File: config.mk
export PLATFORM = sky130hd
export DESIGN_NAME = briham_code_detector_flat
export DESIGN_NICKNAME = d
export VERILOG_FILES = /design/src/rtl/briham_code_detector_pkg.sv /design/src/rtl/briham_code_detector_if.sv /design/src/rtl/briham_code_detector_stability_filter.sv /design/src/rtl/briham_code_detector.sv /design/src/flat_wrapper.sv
export SDC_FILE = /design/constraint.sdc
export NUM_CORES = 1
export LEC_CHECK = 0
export CAP_MARGIN = 20
export CORE_AREA = 2 2 39 41
export DETAILED_ROUTE_END_ITERATION = 6
export DIE_AREA = 0 0 41 43
export PLACE_DENSITY = 0.52
export SYNTH_ARGS = -nofsm -noshare
export SYNTH_HDL_FRONTEND = slang
export SYNTH_SLANG_ARGS = --single-unit
File: constraint.sdc
create_clock -name clk -period 2.5 [get_ports clk]
set_input_delay 0.625 -clock clk [delete_from_list [all_inputs] [get_ports clk]]
set_output_delay 0.625 -clock clk [all_outputs]
set_load 0.03 [all_outputs]
File: src/rtl/briham_code_detector_pkg.sv
// Shared definitions for the briham code detector: code width, default
// match set (the 4-bit primes) and the helpers used by the datapath.
package briham_pkg;

    localparam int CODE_W    = 4;
    localparam int NUM_CODES = 1 << CODE_W;

    typedef logic [CODE_W-1:0]    code_t;
    typedef logic [NUM_CODES-1:0] match_set_t;

    // Bit k set means code k lights the LED: codes 2, 3, 5, 7, 11, 13.
    localparam match_set_t DEFAULT_MATCH_SET = 16'h28AC;

    // Membership test of a code against a match set.
    function automatic logic is_match(input match_set_t set, input code_t code);
        return set[code];
    endfunction

    // Width of the stability counter: ceil(log2(n)), never below one bit.
    function automatic int cnt_width(input int n);
        return (n <= 2) ? 1 : $clog2(n);
    endfunction

endpackage

File: src/rtl/briham_code_detector_if.sv
// Pin-level bundle of the code detector: four code bits in, LED and VALID out.
// The master side drives the code (switches / pins), the slave side is the
// detector itself.
interface briham_code_detector_if;

    logic A0;
    logic A1;
    logic A2;
    logic A3;
    logic LED;
    logic VALID;

    modport master (
        output A0,
        output A1,
        output A2,
        output A3,
        input  LED,
        input  VALID
    );

    modport slave (
        input  A0,
        input  A1,
        input  A2,
        input  A3,
        output LED,
        output VALID
    );

endinterface

File: src/rtl/briham_code_detector_stability_filter.sv
// Stability filter: registers the incoming code every cycle and counts how
// many consecutive edges it has stayed unchanged. 'stable' flags the edge on
// which the code has been held long enough for a decision to be taken;
// 'changed' flags an edge on which the code differs from the registered one.
module stability_filter
    import briham_pkg::*;
#(
    parameter int STABLE_CYCLES = 4   // legal range 1..255
) (
    input  logic  clk,
    input  logic  rst,
    input  code_t code_in,
    output code_t code_q,
    output logic  stable,
    output logic  changed
);

    localparam int                CNT_W    = cnt_width(STABLE_CYCLES);
    localparam logic [CNT_W-1:0]  CNT_LAST = CNT_W'(STABLE_CYCLES - 1);

    logic [CNT_W-1:0] cnt;

    // Both flags look at the code about to be captured versus the one held,
    // so the decision and the abort happen on the same edge as the capture.
    assign changed = (code_in != code_q);
    assign stable  = !changed && (cnt == CNT_LAST);

    // Capture the code and run the saturating stability counter.
    always_ff @(posedge clk or posedge rst) begin
        if (rst) begin
            code_q <= '0;
            cnt    <= '0;
        end else begin
            // NOTE: non-blocking assignments keep code_q and cnt updates based
            // on the pre-edge values, so compare-then-capture stays ordered.
            code_q <= code_in;
            if (changed) begin
                cnt <= '0;
            end else if (cnt != CNT_LAST) begin
                cnt <= cnt + 1'b1;
            end
        end
    end

endmodule

File: src/rtl/briham_code_detector.sv
// Registered 4-bit code detector. Once the code on A3..A0 has been stable for
// STABLE_CYCLES edges, LED shows whether it belongs to MATCH_SET and VALID
// goes high. While the code is changing LED keeps its last decided value and
// only VALID drops, so the status LED never glitches.
module briham_code_detector
    import briham_pkg::*;
#(
    parameter match_set_t MATCH_SET     = DEFAULT_MATCH_SET,
    parameter int         STABLE_CYCLES = 4   // legal range 1..255
) (
    input logic                  clk,
    input logic                  rst,
    briham_code_detector_if.slave bus
);

    code_t code_in;
    code_t code_q;
    logic  stable;
    logic  changed;
    logic  led_q;
    logic  valid_q;

    assign code_in = {bus.A3, bus.A2, bus.A1, bus.A0};

    stability_filter #(
        .STABLE_CYCLES (STABLE_CYCLES)
    ) u_filter (
        .clk     (clk),
        .rst     (rst),
        .code_in (code_in),
        .code_q  (code_q),
        .stable  (stable),
        .changed (changed)
    );

    // Decide LED on a stable edge; on a change only withdraw VALID.
    always_ff @(posedge clk or posedge rst) begin
        if (rst) begin
            led_q   <= 1'b0;
            valid_q <= 1'b0;
        end else if (stable) begin
            led_q   <= is_match(MATCH_SET, code_q);
            valid_q <= 1'b1;
        end else if (changed) begin
            valid_q <= 1'b0;
        end
    end

    // Outputs come straight from flops, no logic after the registers.
    assign bus.LED   = led_q;
    assign bus.VALID = valid_q;

endmodule

File: src/flat_wrapper.sv
// flat-port wrapper written by rule: the top's interface ports become plain ports
module briham_code_detector_flat import briham_pkg::*;
#(
    parameter match_set_t MATCH_SET     = DEFAULT_MATCH_SET,
    parameter int         STABLE_CYCLES = 4                        
)
  (clk, rst, bus_A0, bus_A1, bus_A2, bus_A3, bus_LED, bus_VALID);
  briham_code_detector_if bus_i ();
  input logic clk;
  input logic rst;
  input wire logic [$bits(bus_i.A0)-1:0] bus_A0;
  input wire logic [$bits(bus_i.A1)-1:0] bus_A1;
  input wire logic [$bits(bus_i.A2)-1:0] bus_A2;
  input wire logic [$bits(bus_i.A3)-1:0] bus_A3;
  output wire logic [$bits(bus_i.LED)-1:0] bus_LED;
  output wire logic [$bits(bus_i.VALID)-1:0] bus_VALID;
  assign bus_i.A0 = bus_A0;
  assign bus_i.A1 = bus_A1;
  assign bus_i.A2 = bus_A2;
  assign bus_i.A3 = bus_A3;
  assign bus_LED = bus_i.LED;
  assign bus_VALID = bus_i.VALID;
  briham_code_detector #(.MATCH_SET(MATCH_SET), .STABLE_CYCLES(STABLE_CYCLES)) u_core (.clk(clk), .rst(rst), .bus(bus_i));
endmodule
==> flow_summary.ini <==
[critical_path]
crit_type = reg2out
cp_slowest_cell = clkdlybuf4s50_1
path_buf_inv = 1
cp_top_family = buffers and inverters
path_max_fanout = 2
crit_cells = 1
worstRegToRegCells = 3
arrival_ns = 1.26
endpoint_kind = output port
start_kind = flop
cp.required_ns = 1.88
cp_cell_sequence = clkdlybuf4s50_1
max_stage_delay_ns = 0.67

[detailed_routing]
drc_errors = 0
routed_via_density = 4.11
wl_per_cell_um = 10.7
drtIter0Drc = 0
ant_nets = 0
vias = 222
dr.pass1.iters = 1
routed_wl_um = 580

[grt]
grt_max_degree = 9
overflow = 0
grt_pass1_wl_um = 966
grt.total_usage = 0.0894
grt_pass1_vias = 237
antenna_found_initial = 0

[power_and_ir_drop]
p_per_area_mw_per_mm2 = 556
ir_worst_vdd_mv = 0.223
p_leak_nw = 0.228

[sta]
period_share = 0.753
worst_pin_slew_ns = 0.311
fmax_mhz = 531
drv_slew = 0
maxSlewHeadroom = 0.792
setup_viol = 0
min_period_ns = 1.88
rsz0062_at_grt = no
fin_ws_ns = 0.616
skew_ns = 0.00431
setup-tns-final_ns = 0
hold_viol = 0

[status]
status = finished, final reports clean

[yosys]
mappedNetlistNets = 35
synth_cell_types = 13
ys_ff_latch = 8
netlist_area_sq_um = 374
synth_cells = 28
ys_warn_count = 0
postSynthAreaPerCell_sq_um = 13.4
synth_seq_area_share = 0.535

[cts]
cts_max_level = 1
cts-hold-fix-buffers = 0
path_clk_slew_ns = 0.05
cts_repair_resize_count = 0
clock-root-buffer = clkbuf_4
cts_tree = done
cts_made_buffers = 3
post-cts-setup-buffer-count = 0
clk_latency_ns = 0.25
cts.sinks = 8
clk_path_buf_depth = 2

[finish]
final_util = 0.352
area_growth_syn_to_layout_pct = 30.1
drive_gt1_frac = 0.237
nNetsFinal = 47
antenna_cells = 0
fin_cells = 54

[floorplan]
pin_count = 8
initial_core_util = 0.270
chipWidth_um = 41
num_rows = 14
coreArea_sq_mm = 0.00138
die_area_sq_mm = 0.00176
die_h_um = 43

[place]
placed_cells = 51
place.gp.congestion = 0.703
io_buffer_count = 7
hpwl_um = 431
dp_slack_ns = 0.577

[hold_path]
hp-class = reg2reg
hold_depth = 2

[job]
drv_cap = 0
[worst min-delay path, cell delays in order, from the launching register on]
cell and delay, ns:
dfrtp_1 0.34, nor2_1 0.04, nor2_1 0.07
[final timing paths]
| kind | from | endpoint | slack (ns) |
|---|---|---|---|
| max | u_core.bus.LED | bus_LED | 0.62 |
| min | u_core.bus.VALID | u_core.bus.VALID | 0.49 |
| max reg2reg | u_core.u_filter.code_q[2] | u_core.bus.LED | 1.29 |
| min reg2reg | u_core.bus.VALID | u_core.bus.VALID | 0.49 |
| max in group asynchronous | rst | u_core.u_filter.code_q[1] | 1.64 |
| min in group asynchronous | rst | u_core.bus.LED | 0.62 |
[per-stage QoR]
step / cell area (sq um) / power [mW] / hold WS [ns]
after floorplan: 374 / 0.161 / 0.441
after global routing: 487 / 0.286 / 0.521
after global placement: 464 / 0.173 / 0.472
after detailed placement: 464 / 0.175 / 0.484
after CTS: 487 / 0.279 / 0.497
final: 487 / 0.271 / 0.491
[synthesized netlist by cell type]
master / number / area (sq um)
xnor2_2: 4 / 65.1
nand4_2: 1 / 12.5
inv_1: 3 / 11.3
o41ai_2: 1 / 16.3
mux2i_1: 1 / 10.0
xor2_1: 1 / 8.76
nand2_1: 1 / 3.75
dfrtp_1: 8 / 200
o21ai_1: 1 / 5.00
o22ai_1: 1 / 6.26
nor2_1: 4 / 15.0
ha_1: 1 / 12.5
a21boi_0: 1 / 7.51
[layout by cell type (no fill, tap or decap)]
cell / synthesis / routed
mux2i_1: 1 / 1
ha_1: 1 / 1
nor2_1: 4 / 4
xor2_1: 1 / 1
inv_1: 3 / 3
nand2_1: 1 / 1
clkbuf_4: 0 / 3
clkdlybuf4s50_1: 0 / 7
a21boi_0: 1 / 1
xnor2_2: 4 / 4
dfrtp_1: 8 / 8
o22ai_1: 1 / 1
o41ai_2: 1 / 1
nand4_2: 1 / 1
o21ai_1: 1 / 1
[final cells by class]
type                            instances  area, sq um
Tap cell                               16         20.0
Clock buffer                            3         22.5
Multi-Input combinational cell         17          163
Sequential cell                         8          200
Fill cell                             145          897
Inverter                                3         11.3
Timing Repair Buffer                    7         70.1
[layer usage]
layer / GRT usage / share of wire / vias up
met5: 0 / 0 / -
met2: 0.109 / 0.46 / 7
met1: 0.107 / 0.46 / 100
met3: 0.0314 / 0.060 / 2
met4: 0.100 / 0.010 / 0
li1: - / - / 113
[report_power, final]
group          internal (mW)  switching [mW]
Combinational         0.0191          0.0135
Sequential             0.134         0.00523
Clock                 0.0549          0.0437
Total                  0.208          0.0624
[sequential cells by signal, indices dropped and copies added (netlist names)]
register and flops:
u_core.u_filter.cnt 2, u_core.bus.LED 1, u_core.bus.VALID 1, u_core.u_filter.code_q 4
[cells by family (layout without fill, tap and decap cells)]
family	after synthesis	after routing	share of synthesized area
AO/OA/AOI/OAI	4	4	0.0937
XOR/XNOR	5	5	0.197
adder cells (fa/ha/maj)	1	1	0.0334
buffers and inverters	3	13	0.0301
flip-flops	8	8	0.535
multiplexers	1	1	0.0268
AND/OR/NAND/NOR	6	6	0.0836
(Power assumes the default switching activity.)
==> RTL edit 1: new RTL, same settings <==
Make the reset (`rst`) synchronous in 2 clocked blocks.
--- a/src/rtl/briham_code_detector_stability_filter.sv
+++ b/src/rtl/briham_code_detector_stability_filter.sv
@@ -26,7 +26,7 @@
     assign stable  = !changed && (cnt == CNT_LAST);
 
     // Capture the code and run the saturating stability counter.
-    always_ff @(posedge clk or posedge rst) begin
+    always_ff @(posedge clk) begin
         if (rst) begin
             code_q <= '0;
             cnt    <= '0;
--- a/src/rtl/briham_code_detector.sv
+++ b/src/rtl/briham_code_detector.sv
@@ -34,7 +34,7 @@
     );
 
     // Decide LED on a stable edge; on a change only withdraw VALID.
-    always_ff @(posedge clk or posedge rst) begin
+    always_ff @(posedge clk) begin
         if (rst) begin
             led_q   <= 1'b0;
             valid_q <= 1'b0;
Function: differs if rst is asserted again (counterexample within 10 cycles, from zero or initial values and one cycle with rst high); with rst held inactive, the same outputs for 10 cycles.
==> RTL edit 1 against the unedited design <==
  * Area after synthesis fell by 10%
  * Power fell by 5.2%
  * Worst setup slack improved by 0.025 ns
  * Clock power fell by 4.0%
  * Sequential cell count did not move
  * Global-route usage fell by 0.47 points
  * Via count rose by 11%
  * Wire length fell by 12%
  * Design area fell by 7.7%
  * Critical path type unchanged
==> RTL edit 1: results (changes against the unedited design) <==
metric;value;unit;change
status;complete, no violations;;
rr_startpoint;u_core.u_filter.code_q[1];;
viasPerCell;4.19;;+1.8%
gp_congestion;0.683;;-2.9%
grt_pass1_wl;952;um;-1.4%
drive_gt1_share;9.30;%;-14 points
yosys-top-cells-area;dfxtp_1 48%, xor2_1 13%, nor2b_1 7.4%, nor2_1 6.7%, nor4_4 6.3%;;
ys_top_cells_by_count;8 x dfxtp_1, 6 x nor2_1, 5 x xor2_1;;
timing.rr.end;u_core.bus.LED;;
grt_start_max_net_pins;8;;-1
wl_per_cell;8.66;um;-19%
startpoint;u_core.bus.VALID;;
yosysSeqAreaShare;47.6;%;-5.9 points
fill_cells;160;;+10%
detailed_place_hpwl;398;um;-7.7%
nets;52;;+11%
synth_flop_cell;dfxtp_1;;
synthArstFlopShare;0;%;-100 points
dp.cells;56;;+9.8%
syn_nets;40;;+14%
wirelength;511;um;-12%
p_leak;0.178;nW;-22%
postSynthAreaPerCell;10.2;sq um;-24%
placed_cell_area;427;sq um;-8.1%
reg2regPathDepth;4;;+1
endpoint;bus_VALID;;
fin_skew;0.00558;ns;+0.00127 ns
## RTL edit 1: kinds of logic after synthesis
family          Yosys count  synth area share [%]
flops                     8                  47.6
xor+xnor                  5                  13.0
simple gates             15                  27.1
fa+ha+maj                 1                  3.72
compound gates            3                  5.57
mux                       1                  2.97
## RTL edit 1: final cells by class
cell class              count  area [sq um]  area share, %
well taps                  16          20.0           4.46
clock buffers               3          22.5           5.01
repair buffers              7          70.1           15.6
flip-flops and latches      8           160           35.7
multi-input cells          25           176           39.3
## RTL edit 1: how the worst min path moves through the flow
| stage | to | slack [ns] | depth (start not counted) |
|---|---|---|---|
| 2_1_floorplan | u_core.u_filter.cnt[1] | 0.47 | 2 |
| 3_3_place_gp | u_core.bus.VALID | 0.45 | 2 |
| 3_5_place_dp | u_core.bus.VALID | 0.46 | 2 |
| 4_1_cts | u_core.bus.VALID | 0.47 | 2 |
| 5_1_grt | u_core.bus.VALID | 0.50 | 2 |
| 6_report | u_core.bus.VALID | 0.47 | 2 |
## RTL edit 1: stage by stage
| stage | power, mW | setup slack (ns) |
|---|---|---|
| after floorplan | 0.152 | 1.04 |
| after global placement | 0.165 | 0.567 |
| after detailed placement | 0.165 | 0.540 |
| after CTS | 0.263 | 0.625 |
| after global routing | 0.270 | 0.601 |
| final | 0.257 | 0.641 |
## RTL edit 1: worst register-to-register path, stage by stage, from the launching register on
cell	delay (ns)
dfxtp_1	0.32
xor2_1	0.18
nor4_4	0.32
a21oi_1	0.11
a31o_1	0.18
## RTL edit 1: power breakdown
part	internal (mW)	total, mW	switching (mW)
Clock	0.0547	0.0947	0.0400
Sequential	0.132	0.135	0.00330
Combinational	0.0148	0.0269	0.0121
Total	0.201	0.257	0.0555
## RTL edit 1: routing by layer
| layer | wire [um] | vias up | track usage [%] | part of all wire, % |
|---|---|---|---|---|
| met5 | 0 | - | 0 | 0 |
| li1 | - | 129 | - | - |
| met1 | 216 | 109 | 10.8 | 42 |
| met4 | 0 | 0 | 2.00 | 0 |
| met3 | 49 | 0 | 7.85 | 9.6 |
| met2 | 246 | 9 | 10.3 | 48 |
==> RTL edit 2: new RTL, config.mk and constraints unchanged <==
Without the edit above. `STABLE_CYCLES` is set to 4 in 3 places; all go to 8.
--- a/src/rtl/briham_code_detector_stability_filter.sv
+++ b/src/rtl/briham_code_detector_stability_filter.sv
@@ -5,7 +5,7 @@
 module stability_filter
     import briham_pkg::*;
 #(
-    parameter int STABLE_CYCLES = 4   // legal range 1..255
+    parameter int STABLE_CYCLES = 8   // legal range 1..255
 ) (
     input  logic  clk,
     input  logic  rst,
--- a/src/rtl/briham_code_detector.sv
+++ b/src/rtl/briham_code_detector.sv
@@ -6,7 +6,7 @@
     import briham_pkg::*;
 #(
     parameter match_set_t MATCH_SET     = DEFAULT_MATCH_SET,
-    parameter int         STABLE_CYCLES = 4   // legal range 1..255
+    parameter int         STABLE_CYCLES = 8   // legal range 1..255
 ) (
     input logic                  clk,
     input logic                  rst,
--- a/src/flat_wrapper.sv
+++ b/src/flat_wrapper.sv
@@ -2,7 +2,7 @@
 module briham_code_detector_flat import briham_pkg::*;
 #(
     parameter match_set_t MATCH_SET     = DEFAULT_MATCH_SET,
-    parameter int         STABLE_CYCLES = 4                        
+    parameter int         STABLE_CYCLES = 8                        
 )
   (clk, rst, bus_A0, bus_A1, bus_A2, bus_A3, bus_LED, bus_VALID);
   briham_code_detector_if bus_i ();
Formal check against the unedited RTL: not equivalent (Yosys sat finds a counterexample within 10 cycles, from zero or initial values and one cycle with rst high).
==> RTL edit 2 against the unedited design <==
  * Worst setup slack got worse by 0.026 ns
  * Worst hold slack better by 0.013 ns
  * Area after synthesis grew 20%
  * Register-to-register slack worse by 0.13 ns
  * Design area rose by 15%
  * Utilization rose by 5.4 points
  * Power up 14%
  * Combinational power rose by 18%
  * Via count increased by 23%
  * Wire length is 21% higher
  * Sequential cell count is 1 higher
  * Count of clock-buffer cells in the layout increased by 1
  * Final cell count rose by 9.3%
==> RTL edit 2: results (changes against the unedited design) <==
metric;value;unit;change
vdd_drop_max;176;uV;-21%
route.met2.wl;372;um;+39%
gr-usage-all-layers;11.5;%;+2.6 points
synth-xor-area-share;18.9;%;-0.79 points
gp_congestion;0.702;;-0.13%
status;complete, no violations;;
place_ws;0.568;ns;-0.00848 ns
multi_input_area_share;37.2;%;+3.8 points
clock_sinks;9;;+1
buf_share;12.5;%;-1.9 points
reg_top3;u_core.u_filter.code_q x4, u_core.u_filter.cnt x3;;
ys_top_cells_by_count;9 x dfrtp_1, 5 x nor2_1, 3 x inv_1, 3 x xnor2_2;;
synth_compound_area_share;7.80;%;-1.6 points
detailed_place_hpwl;554;um;+29%
layout.comb_gates.multi_input;20;;+3
drtPass1Iterations;2;;+1
fin_skew;0.00624;ns;+0.00192 ns
drive_gt1_share;20.9;%;-2.8 points
wl_per_cell;11.8;um;+10%
grt_start_max_net_pins;10;;+1
wl_met1;259;um;-3.7%
gr-usage-met2;17.5;%;+6.6 points
dp.cells;55;;+7.8%
grt_pass1_vias;306;;+29%
synth_fa_ha_area_share;5.57;%;+2.2 points
viasPerCell;4.63;;+13%
synthMuxAreaShare;4.46;%;+1.8 points
-- RTL edit 2: changes by cell type in the layout (fill, tap and decap cells not counted), sizes merged --
| cell | unedited run | this run |
|---|---|---|
| clkbuf | 3 | 4 |
| dfrtp | 8 | 9 |
| ha | 1 | 2 |
| mux2i | 1 | 2 |
| nor2 | 4 | 5 |
-- RTL edit 2: final timing paths --
check                                       start                         to  slack (ns)  cells after the start
setup reg to reg           u_core.u_filter.cnt[0]             u_core.bus.LED        1.16                      4
max in group asynchronous                     rst  u_core.u_filter.code_q[2]        1.64                      2
setup / recovery                   u_core.bus.LED                    bus_LED        0.59                      1
hold / removal                   u_core.bus.VALID           u_core.bus.VALID        0.50                      2
hold reg to reg                  u_core.bus.VALID           u_core.bus.VALID        0.50                      2
min in group asynchronous                     rst           u_core.bus.VALID        0.61                      2
-- RTL edit 2: power breakdown --
part	switching, mW	leakage, nW	internal (mW)
Clock	0.0526	0.0150	0.0616
Combinational	0.0171	0.125	0.0215
Sequential	0.00568	0.116	0.150
